--- src/rtl/serial_load_pkg.sv ---
// Shared types and sizing helpers for the serial load controller.
package serial_load_pkg;

    // Framing states: waiting for start, collecting bits, presenting the word.
    typedef enum logic [1:0] {
        S_IDLE  = 2'd0,
        S_SHIFT = 2'd1,
        S_LOAD  = 2'd2
    } state_e;

    // Bit counter width: enough to hold 0..width-1 (width is at least 2).
    function automatic int bit_cnt_w(input int width);
        return (width < 2) ? 1 : $clog2(width);
    endfunction

endpackage

--- src/rtl/serial_load_ctrl_bit_counter.sv ---
// Clear/enable counter over 0..WIDTH-1 with a terminal-count flag.
module bit_counter
    import serial_load_pkg::*;
#(
    parameter int WIDTH = 4
) (
    input  logic clk,
    input  logic rst,
    input  logic clr,
    input  logic en,
    output logic tc
);

    localparam int CW = bit_cnt_w(WIDTH);
    localparam logic [CW-1:0] LAST = CW'(WIDTH - 1);

    logic [CW-1:0] count;

    assign tc = (count == LAST);

    // Counting past the last bit folds back to zero so the count stays in range.
    always_ff @(posedge clk) begin
        if (rst || clr)
            count <= '0;
        else if (en)
            count <= tc ? '0 : count + 1'b1;
    end

endmodule

--- src/rtl/serial_load_ctrl.sv ---
// Assembles a serial bit stream into a WIDTH-bit word and emits it with a
// one-cycle load pulse for the downstream enable register.
module serial_load_ctrl
    import serial_load_pkg::*;
#(
    parameter int WIDTH     = 4,
    parameter int MSB_FIRST = 1,
    parameter int CNT_W     = 8
) (
    input  logic             clk,
    input  logic             rst,
    input  logic             start,
    input  logic             sin,
    input  logic             sin_valid,
    input  logic             abort,
    output logic [WIDTH-1:0] reg_d,
    output logic             reg_en,
    output logic             busy,
    output logic [CNT_W-1:0] word_cnt
);

    state_e           state;
    logic [WIDTH-1:0] shreg;
    logic [WIDTH-1:0] shift_nxt;
    logic             last_bit;
    logic             cnt_clr;
    logic             cnt_en;

    // reg_d tracks the shift register directly; it only matters while reg_en is high.
    assign reg_d = shreg;

    // Counter clears whenever a frame begins or is aborted, and advances on accepted bits.
    assign cnt_clr = ((state != S_SHIFT) && start) || ((state == S_SHIFT) && abort);
    assign cnt_en  = (state == S_SHIFT) && sin_valid && !abort;

    bit_counter #(.WIDTH(WIDTH)) u_bit_cnt (
        .clk (clk),
        .rst (rst),
        .clr (cnt_clr),
        .en  (cnt_en),
        .tc  (last_bit)
    );

    // Next shift-register value for the configured bit order.
    always_comb begin
        shift_nxt = shreg;
        if (MSB_FIRST != 0)
            shift_nxt = {shreg[WIDTH-2:0], sin};
        else
            shift_nxt = {sin, shreg[WIDTH-1:1]};
    end

    // Framing FSM with registered outputs and the delivered-word counter.
    always_ff @(posedge clk) begin
        if (rst) begin
            state    <= S_IDLE;
            shreg    <= '0;
            reg_en   <= 1'b0;
            busy     <= 1'b0;
            word_cnt <= '0;
        end else begin
            case (state)
                S_IDLE: begin
                    reg_en <= 1'b0;
                    if (start) begin
                        state <= S_SHIFT;
                        shreg <= '0;
                        busy  <= 1'b1;
                    end
                end
                S_SHIFT: begin
                    // abort beats a simultaneous bit, even the final one
                    if (abort) begin
                        state <= S_IDLE;
                        shreg <= '0;
                        busy  <= 1'b0;
                    end else if (sin_valid) begin
                        shreg <= shift_nxt;
                        if (last_bit) begin
                            state  <= S_LOAD;
                            reg_en <= 1'b1;
                        end
                    end
                end
                S_LOAD: begin
                    reg_en   <= 1'b0;
                    word_cnt <= word_cnt + 1'b1;
                    if (start) begin
                        // back-to-back frame: no IDLE cycle in between
                        state <= S_SHIFT;
                        shreg <= '0;
                    end else begin
                        state <= S_IDLE;
                        busy  <= 1'b0;
                    end
                end
                default: begin
                    state  <= S_IDLE;
                    reg_en <= 1'b0;
                    busy   <= 1'b0;
                end
            endcase
        end
    end

endmodule

--- config.mk ---
export PLATFORM = sky130hd
export DESIGN_NAME = serial_load_ctrl
export DESIGN_NICKNAME = d
export VERILOG_FILES = /design/src/rtl/serial_load_pkg.sv /design/src/rtl/serial_load_ctrl_bit_counter.sv /design/src/rtl/serial_load_ctrl.sv
export SDC_FILE = /design/constraint.sdc
export NUM_CORES = 1
export LEC_CHECK = 0
export CORE_MARGIN = 4
export CORE_UTILIZATION = 45
export CTS_BUF_LIST = sky130_fd_sc_hd__clkbuf_8 sky130_fd_sc_hd__clkbuf_16
export DETAILED_ROUTE_END_ITERATION = 8
export DONT_BUFFER_PORTS = 1
export PLACE_DENSITY = 0.59
export SYNTH_ARGS = -nofsm -noshare
export SYNTH_HDL_FRONTEND = slang
export SYNTH_SLANG_ARGS = --single-unit
--- constraint.sdc ---
create_clock -name clk -period 3.4 [get_ports clk]
set_clock_uncertainty 0.2 [all_clocks]
set_input_delay 0.51 -clock clk [delete_from_list [all_inputs] [get_ports clk]]
set_output_delay 0.51 -clock clk [all_outputs]
set_load 0.005 [all_outputs]
# --- Yosys cells after proc, flatten, opt, wreduce, memory -nomap -nowiden ---
# Index checks and enable logic that the tools add are counted.
classes:
  n_addsub: 2
  eq_ne: 10
  mux: 15
  bitwise_logic: 2
  reduce_logical: 15
op_table:
  columns: ["operator", "n"]
  rows:
  - ["4-bit two-way mux", 3]
  - ["3-bit AND reduction", 4]
  - ["2-bit two-way mux", 5]
  - ["8-bit by 1-bit adder with 8-bit output, second input constant", 1]
  - ["4-bit case mux with 2 select lines", 1]
  - ["2-bit != test, second input constant", 3]
  - ["2-bit case mux with 3 select lines", 1]
  - ["2-bit equality test, second input constant", 2]
  - ["1-bit logical AND", 4]
  - ["1-bit two-way mux", 4]
  - ["2-bit by 1-bit != test with 1-bit output, second input constant", 2]
  - ["2-bit OR reduction", 2]
  - ["3-bit by 2-bit != test with 1-bit output, second input constant", 1]
  - ["3-bit != test, second input constant", 1]
  - ["1-bit case mux with 3 select lines", 1]
  - ["2-bit by 1-bit adder with 2-bit output, second input constant", 1]
  - ["2-bit by 1-bit equality test with 1-bit output, second input constant", 1]
  - ["2-bit logical NOT", 1]
  - ["1-bit logical OR", 2]
  - ["1-bit NOT", 2]
  - ["2-bit nonzero test", 1]
  - ["1-bit logical NOT", 1]
totals:
  regBits: 18
  out_inout_bits: 14
  word_cells: 50

# --- Depth between registers and ports, before layout ---
# Gate-level depths: netlist of the first run.
depth:
  word_depth: 5
  ltp_mapped: 6

# --- By module ---
# Synthesis of the first run repeated with hierarchy kept, for this count alone.
hier_totals:
  hier_cells: 85
  area_unflattened_um2: 802.0
by_module_without_submodules:
  columns: ["module", "instances", "cells_each", "area_per_inst_um2", "seq_area_each_um2"]
  rows:
  - ["serial_load_ctrl", 1, 77, 706.9, 320.3]
  - ["bit_counter", 1, 8, 95.1, 40.0]

# --- Worst setup path before layout of the first run ---
# No wires, ideal clock.
synth_timing:
  path_kind: "input port to flip-flop"
  from: "input start"
  to: "register busy"
  setup_time_ns: 0.065
  arrival_time_ns: 1.245
  setup_slack_ns: 1.890
  path_stages: 4
  path_buffers: 0
  path_cell_list: "clkinv_1 maj3_1 o32a_1 nor2_1"
synth_between:
  elab_chain_len: 2
  word_cells_on_any_way: 3
  classes_between: "eq/ne (2); reduce/logical (1)"
synth_lines:
  columns: ["item", "line_no", "text"]
  rows:
  - ["from (decl)", "serial_load_ctrl.sv:12", "input logic start,"]
  - ["2-bit != test (no source line)", null, null]
  - ["3-bit AND reduction (no source line) (*)", null, null]
  - ["to (signal assigned)", "serial_load_ctrl.sv:59", "busy <= 1'b0;"]
  - ["to (signal assigned)", "serial_load_ctrl.sv:68", "busy <= 1'b1;"]
  - ["to (signal assigned)", "serial_load_ctrl.sv:76", "busy <= 1'b0;"]
  - ["to (decl)", "serial_load_ctrl.sv:18", "output logic busy,"]
# Mark *: on every way between the ends. The rest lies on a longest branch, timed or not.
# A chain may end at the register's enable or synchronous reset.

# --- Worst setup path in the final report of the first run ---
layout_timing:
  from: "register state[0]"
  to: "register word_cnt[4]"
layout_between:
  elab_chain_len: 1
layout_lines:
  columns: ["item", "line_no", "text"]
  rows:
  - ["from (decl)", "serial_load_ctrl.sv:22", "state_e state;"]
  - ["from (signal assigned)", "serial_load_ctrl.sv:56", "state <= S_IDLE;"]
  - ["from (signal assigned)", "serial_load_ctrl.sv:66", "state <= S_SHIFT;"]
  - ["from (signal assigned)", "serial_load_ctrl.sv:74", "state <= S_IDLE;"]
  - ["2-bit equality test", "serial_load_ctrl.sv:62", "case (state)"]
  - ["to (signal assigned)", "serial_load_ctrl.sv:87", "word_cnt <= word_cnt + 1'b1;"]
  - ["to (decl)", "serial_load_ctrl.sv:19", "output logic [CNT_W-1:0] word_cnt"]
# Every way passes these cells.

==> results of run 1 <==
==> stage by stage <==
step | instances | power [mW] | hold slack (ns) | util (%) | instance area (um2)
2_1_floorplan | 86 | 0.242 | 0.269 | - | 806
3_3_place_gp | 106 | 0.239 | 0.299 | 47.0 | 802
3_5_place_dp | 106 | 0.239 | 0.300 | 47.0 | 802
4_1_cts | 110 | 0.411 | 0.118 | 50.2 | 857
5_1_grt | 110 | 0.426 | 0.111 | 50.2 | 857
6_report | 110 | 0.407 | 0.120 | 50.2 | 857
==> kinds of logic after synthesis <==
family | synth area share (%)
AO/OA/AOI/OAI | 10.6
XOR/XNOR | 7.61
adder cells (fa/ha/maj) | 4.35
buffers and inverters | 5.28
flip-flops | 44.7
multiplexers | 3.73
AND/OR/NAND/NOR | 23.8
==> area by class of cell <==
type	instances	area, um2	share of cell area [%]
Multi-Input combinational cell	61	403	47.0
Tap cell	25	31.3	3.65
Inverter	2	7.51	0.876
Sequential cell	18	360	42.0
Clock buffer	4	55.1	6.42
==> sequential cells by signal, summed over array words and instances (netlist names) <==
register and cells:
busy 1, reg_d 4, reg_en 1, state 2, u_bit_cnt.count 2, word_cnt 8
==> cells in the mapped netlist <==
master	instances
dfxtp_1	18
nor2_1	15
xor2_1	6
a21oi_1	5
nand3_1	4
nand4_1	4
o221ai_1	4
mux2i_1	3
nand2_1	3
nor3_1	3
and3_1	2
buf_6	2
ha_1	2
nor2b_1	2
a2bb2oi_1	1
buf_1	1
buf_2	1
clkbuf_1	1
clkinv_1	1
inv_1	1
maj3_1	1
nand2b_4	1
nor3b_4	1
nor4_1	1
o22ai_1	1
o32a_1	1
xnor2_1	1
==> layout by cell type (no fill, tap or decap), drive strengths merged <==
cell,count
clkbuf,4
a21oi,5
mux2i,3
nor3,3
inv,1
and3,2
a2bb2oi,1
o22ai,1
nor3b,1
nand2b,1
dfxtp,18
xor2,6
nor2,15
nand4,4
ha,2
nor2b,2
nor4,1
o221ai,4
o32a,1
nand3,4
xnor2,1
maj3,1
nand2,3
clkinv,1
==> final timing paths <==
| path | endpoint | slack (ns) | startpoint |
|---|---|---|---|
| setup / recovery | word_cnt[4] | 1.76 | state[0] |
| hold / removal | reg_d[2] | 0.12 | rst |
| setup reg to reg | word_cnt[4] | 1.76 | state[0] |
| hold reg to reg | reg_d[3] | 0.31 | reg_d[3] |
==> worst max-delay path: stages (launching register included) <==
cell and delay, ns:
dfxtp_1 0.43, nor2b_1 0.51, nand4_1 0.18, xor2_1 0.17, nor2_1 0.05
==> report_power, final <==
| group | switching [mW] | internal [mW] | leakage [nW] | total, mW |
|---|---|---|---|---|
| logic | 0.0101 | 0.00745 | 0.129 | 0.0175 |
| registers | 0.00393 | 0.213 | 0.146 | 0.217 |
| clock network | 0.0695 | 0.103 | 0.0288 | 0.172 |
| total | 0.0835 | 0.323 | 0.303 | 0.407 |
==> per-layer routing <==
layer	track usage (%)	wire length, um
met4	5.38	13
met1	15.3	691
met5	0	0
met2	22.2	697
met3	4.45	94
==> results.ini, run 1 <==
[clock_network]
root_buffer = clkbuf_8
postCtsSetupBuffers = 0
htreeDepth = 1
clock-sinks = 18
hold_buffers = 0
cts_resized = 0
cts_tree = done
clk_pin_slew_ns = 0.07
clk_latency_ns = 0.25
cts_buffers = 3
cts_max_path_buffers = 2

[run_status]
status = finished, final reports clean

[global_routing]
grt_pass1_vias = 619
grt_overflow_total = 0
gr-usage-all-layers_pct = 13.2
antenna_found_initial = 0
grt_pass1_wl_um = 2610
grt_max_degree = 19

[detailed_routing]
ant_nets = 0
via_count = 592
vias_per_cell = 5.38
drt-pass1-iter-count = 4
wl_per_cell_um = 13.6
drc = 0
wl_um = 1500
drtIter0Drc = 11

[synthesis]
yosysSeqAreaShare_pct = 44.7
netlist_instances = 86
synth-warning-count = 0
synthDistinctLibCells = 27
syn_nets = 94
synthTopCellsByArea = dfxtp_1 45%, nor2_1 7.0%, xor2_1 6.5%
netlist.area_leader.share_pct = 44.7
synth_seq_cells = 18
yosys.area.top_type = dfxtp_1
synth_area_per_cell_um2 = 9.37
syn_area_um2 = 806

[floorplan]
boundaryPins = 20
fp-row-count = 15
start_util_pct = 47.2
dieArea_mm2 = 0.00253
core_area_mm2 = 0.00171
dieWidth_um = 50.3
dieHeight_um = 50.3

[sta]
worstMarginPinSlew_ns = 0.566
timing.final.crit_share_pct = 48.2
setup_slack_ns = 1.76
slew_headroom_pct = 62.2
tns_ns = 0
fmax_mhz = 611
timing.final.setup_violations = 0
rsz0062_at_grt = false
fin_crit_ns = 1.64
hold_viol = 0
final_max_slew_viol_count = 0

[placed_design]
gp_congestion = 0.747
hpwl_um = 1080
numPortBuffers = 0
dp_slack_ns = 1.77

[pwr]
ir_worst_vdd_mv = 0.319
powerDensity_mw_per_mm2 = 475
leakage_nw = 0.303

[flow_run]
cap_violations = 0

[worst_setup_path]
worstPathRequired_ns = 3.34
endpoint_kind = flip-flop
critPathKind = reg -> reg
startpoint_type = flip-flop
reg2regPathDepth = 4
arrival_ns = 1.58
critPathMaxFanout = 10

[hold_path]
hold_path_class = in -> reg
hold_depth = 1

[layout]
areaGrowthSynthToFinish_pct = 6.37
n_fill_cell = 171
final_nets = 94
drive_gt1_share_pct = 7.06
diodes = 0

Note: power is estimated with default switching activity, not from simulation.
==> run 2: changes to the inputs <==
- clock period: 3.4 -> 1.55 ns (I/O delays scaled with it)
==> run 2 against run 1 <==
  * Sequential share of layout area fell by 2.2 points
  * Global-route usage rose by 0.37 points
  * Register-to-register slack got worse by 1.6 ns
  * Routed wire length fell by 2.4%
  * Sequential power rose by 120%
  * First-iteration DRC count fell by 27%
  * Core utilization rose by 2.9 points
  * Sequential cell count did not move
  * Critical path depth fell by 2
  * Largest power group unchanged
==> results.ini, run 2 (synthesis gave the netlist of run 1 again) <==
[detailed_routing]
vias_per_cell = 5.48
drc = 0
ant_nets = 0
wl_per_cell_um = 12.6
via_count = 636
drt-pass1-iter-count = 4
wl_um = 1460
drtIter0Drc = 8

[global_routing]
antenna_found_initial = 0
grt_pass1_vias = 592
grt_max_degree = 19
grt_overflow_total = 0
grt_pass1_wl_um = 2550
gr-usage-all-layers_pct = 13.6

[hold_path]
hold_depth = 3
hp-start = abort
whs_endpoint = state[0]
hold_path_class = in -> reg

[placed_design]
gp_congestion = 0.742
placedCellCount = 109
hpwl_um = 1070
numPortBuffers = 0

[clock_network]
cts_tree = done
postCtsSetupBuffers = 0
root_buffer = clkbuf_8
clock-sinks = 18
clk_latency_ns = 0.25
clk_pin_slew_ns = 0.06
htreeDepth = 1
cts_buffers = 3
cts_max_path_buffers = 2

[worst_setup_path]
critPathMaxFanout = 18
r2r_slack_ns = 0.16
critPathKind = in -> reg
cpLargestDelayFamily = buffers and inverters
cpPeakStageDelay_ns = 0.96
worstPathCellList = dlygate4sd3_1 > nor3_1
critPathSlowestCell = dlygate4sd3_1
reg2regPathDepth = 4
r2r_end = u_bit_cnt.count[1]
startpoint_type = primary input
startpoint = rst
arrival_ns = 1.35
worstPathRequired_ns = 1.46
rr_startpoint = state[1]
endpoint_kind = flip-flop
cp.buffers_inverters = 1

[sta]
holdWs_ns = 0.0155
final_max_slew_viol_count = 0
hold_viol = 0
rsz0062_at_grt = false
timing.final.crit_share_pct = 93.3
fmax_mhz = 691
fin_crit_ns = 1.45
worstMarginPinSlew_ns = 0.666
tns_ns = 0
timing.final.setup_violations = 0
slew_headroom_pct = 55.4

[floorplan]
dieHeight_um = 50.3
start_util_pct = 47.2
fp-row-count = 15
dieArea_mm2 = 0.00253
core_area_mm2 = 0.00171
boundaryPins = 20
dieWidth_um = 50.3

[pwr]
fin_total_pwr_uw = 855
powerDensity_mw_per_mm2 = 942
leakage_nw = 0.328
ir_worst_vdd_mv = 0.529

[layout]
drive_gt1_share_pct = 9.89
final_nets = 101
mostFrequentLayoutCells = 17 x dfxtp_1, 15 x nor2_1, 6 x xor2_1
instances_no_fill = 116
largest_register = word_cnt
largest_register_ffs = 8
diodes = 0
layout_commonest_cell = dfxtp_1
areaGrowthSynthToFinish_pct = 12.6

[run_status]
status = finished, final reports clean

[flow_run]
cap_violations = 0

[run 2: changes by cell type in the layout (fill, tap and decap cells not counted)]
cell,previous run,this run
dfxtp_1,18,17
buf_4,0,3
dfxtp_2,0,1
clkbuf_8,4,3
dlygate4sd3_1,0,4
[run 2: worst max-delay path by stage]
stage | to | depth (start not counted)
2_1_floorplan | u_bit_cnt.count[0] | 6
5_1_grt | state[1] | 2
4_1_cts | u_bit_cnt.count[1] | 4
3_3_place_gp | u_bit_cnt.count[1] | 4
3_5_place_dp | u_bit_cnt.count[1] | 4
6_report | reg_en | 2
[run 2: area by class of cell]
cell class / count / area, um2
Clock buffer: 3 / 41.3
Fill cell: 157 / 801
Inverter: 2 / 7.51
Multi-Input combinational cell: 61 / 403
Sequential cell: 18 / 362
Tap cell: 25 / 31.3
Timing Repair Buffer: 7 / 62.6
[run 2: through the flow]
step / instance area, um2 / worst slack (ns) / utilization, %
after floorplan: 806 / 0.158 / -
after global placement: 825 / 0.156 / 48.3
after detailed placement: 825 / 0.112 / 48.3
after CTS: 906 / 0.0711 / 53.0
after global routing: 907 / 0.0298 / 53.1
final: 907 / 0.104 / 53.1
[run 2: tightest hold or removal path: stages]
cell and delay, ns:
nor2_1 0.03, a2bb2oi_1 0.12, nor2_1 0.05
[run 2: repair_timing]
item / in CTS / in global routing
hold buffers: 4 / 0
gates resized for setup: 0 / 1
setup endpoints to repair: 0 / 2
hold endpoints to repair: 18 / 0
[run 2: power by group]
| group | total [mW] | leakage (nW) | internal [mW] | switching, mW |
|---|---|---|---|---|
| logic | 0.0598 | 0.161 | 0.0269 | 0.0328 |
| registers | 0.475 | 0.146 | 0.468 | 0.00647 |
| clock network | 0.320 | 0.0216 | 0.173 | 0.148 |
[run 2: per-layer routing]
layer	global-route usage (%)	up-vias	share of wire (%)	routed length, um
li1	-	316	-	-
met1	15.6	297	45	654
met2	20.7	18	45	659
met3	5.04	5	7.1	103
met4	9.42	0	2.9	42
met5	0	-	0	0
==> run 3: changes to the inputs <==
- HOLD_SLACK_MARGIN: unset -> 0.05
==> run 3 against run 2 <==
  * Core utilization is the same
  * Non-clock buffer count did not move
  * Setup slack worse by 0.049 ns
  * Design area stayed put
  * Maximum frequency is 3.3% lower
  * Cell count did not move
  * Power is 0.17% higher
  * Sequential power about the same
  * Via count down 1.3%
  * Largest power group unchanged
==> results.ini, run 3 (synthesis gave the netlist of run 1 again) <==
[layout]
largest_register = word_cnt
final_nets = 101
mostFrequentLayoutCells = 17 x dfxtp_1, 15 x nor2_1, 6 x xor2_1
diodes = 0
fin_area_um2 = 907
n_fill_cell = 157
drive_gt1_share_pct = 9.89
largest_register_ffs = 8
areaGrowthSynthToFinish_pct = 12.6
layout_commonest_cell = dfxtp_1

[pwr]
leakage_nw = 0.328
ir_worst_vdd_mv = 0.529
powerDensity_mw_per_mm2 = 944

[global_routing]
gr-usage-all-layers_pct = 13.6
grt_max_degree = 19
grt_overflow_total = 0
grt_pass1_vias = 583
antenna_found_initial = 0
grt_pass1_wl_um = 2560

[sta]
timing.final.setup_violations = 0
worstMarginPinSlew_ns = 0.658
hold_viol = 0
final_max_slew_viol_count = 0
rsz0062_at_grt = false
fmax_mhz = 669
tns_ns = 0
setup_slack_ns = 0.0548
slew_headroom_pct = 56.0
timing.final.crit_share_pct = 96.5
fin_crit_ns = 1.50

[detailed_routing]
ant_nets = 0
drtIter0Drc = 8
drt-pass1-iter-count = 4
wl_per_cell_um = 12.6
vias_per_cell = 5.41
drc = 0
wl_um = 1460
via_count = 628

[placed_design]
numPortBuffers = 0
gp_congestion = 0.742
hpwl_um = 1070
dp_slack_ns = 0.112
placed_cell_area_um2 = 825

[hold_path]
hold_depth = 3
hp-start = sin_valid
hold_path_class = in -> reg
whs_endpoint = reg_d[2]

[worst_setup_path]
r2r_end = u_bit_cnt.count[1]
endpoint_kind = flip-flop
startpoint_type = primary input
worstPathRequired_ns = 1.46
critPathSlowestCell = dlygate4sd3_1
critPathMaxFanout = 6
rr_startpoint = state[1]
r2r_slack_ns = 0.16
cpPeakStageDelay_ns = 0.65
arrival_ns = 1.41
reg2regPathDepth = 4
worstPathCellList = dlygate4sd3_1 > nor3b_4 > mux2i_1 > nor3_1
critPathKind = in -> reg

[clock_network]
clk_pin_slew_ns = 0.06
postCtsSetupBuffers = 0
clock-sinks = 18
cts_tree = done
cts_buffers = 3
cts_max_path_buffers = 2
root_buffer = clkbuf_8
clk_latency_ns = 0.25
htreeDepth = 1

[floorplan]
boundaryPins = 20
fp-row-count = 15
dieArea_mm2 = 0.00253
start_util_pct = 47.2
core_area_mm2 = 0.00171
dieHeight_um = 50.3
dieWidth_um = 50.3

[flow_run]
cap_violations = 0

[run_status]
status = finished, final reports clean

run 3: cell counts in the layout (fill, tap and decap cells not counted):
No cell type changed its count.
run 3: how the worst max path moves through the flow:
stage / start / end / slack, ns / cells after the start
floorplan: state[0] / u_bit_cnt.count[0] / 0.16 / 6
global placement: state[0] / u_bit_cnt.count[1] / 0.16 / 4
detailed placement: state[0] / u_bit_cnt.count[1] / 0.11 / 4
CTS: abort / u_bit_cnt.count[1] / 0.07 / 4
global route: abort / u_bit_cnt.count[1] / 0.02 / 4
finish: abort / u_bit_cnt.count[1] / 0.05 / 4
run 3: timing repair:
| action | CTS | global route |
|---|---|---|
| hold buffers | 4 | 0 |
| resized for setup | 0 | 1 |
| setup endpoints to repair | 0 | 2 |
| endpoints found under the hold margin | 18 | 0 |
run 3: through the flow:
step	util [%]	std cells	hold slack (ns)	total power [mW]
6_report	53.1	116	0.0966	0.856
2_1_floorplan	-	86	0.111	0.532
4_1_cts	53.0	116	0.0926	0.876
3_5_place_dp	48.3	109	0.106	0.529
3_3_place_gp	48.3	109	0.106	0.528
5_1_grt	53.1	116	0.135	0.901
run 3: cell type report:
| cell class | count | area, um2 | share of cell area, % |
|---|---|---|---|
| repair buffers | 7 | 62.6 | 6.90 |
| flip-flops and latches | 18 | 362 | 39.9 |
| inverters | 2 | 7.51 | 0.828 |
| clock buffers | 3 | 41.3 | 4.55 |
| well taps | 25 | 31.3 | 3.45 |
| multi-input cells | 61 | 403 | 44.4 |
run 3: worst max-delay path, delay by kind of cell:
family	cells	cell delay, ns
multiplexers	1	0.21
buffers and inverters	1	0.65
AND/OR/NAND/NOR	2	0.31
run 3: per-layer routing:
metal | routed length [um] | GRT usage, %
met3 | 96 | 5.04
met4 | 42 | 9.42
met5 | 0 | 0
met2 | 665 | 20.7
met1 | 655 | 15.8
run 3: where the power goes:
group / total [mW] / internal, mW / switching, mW
clock: 0.320 / 0.173 / 0.148
combinational: 0.0612 / 0.0269 / 0.0343
sequential: 0.475 / 0.468 / 0.00657
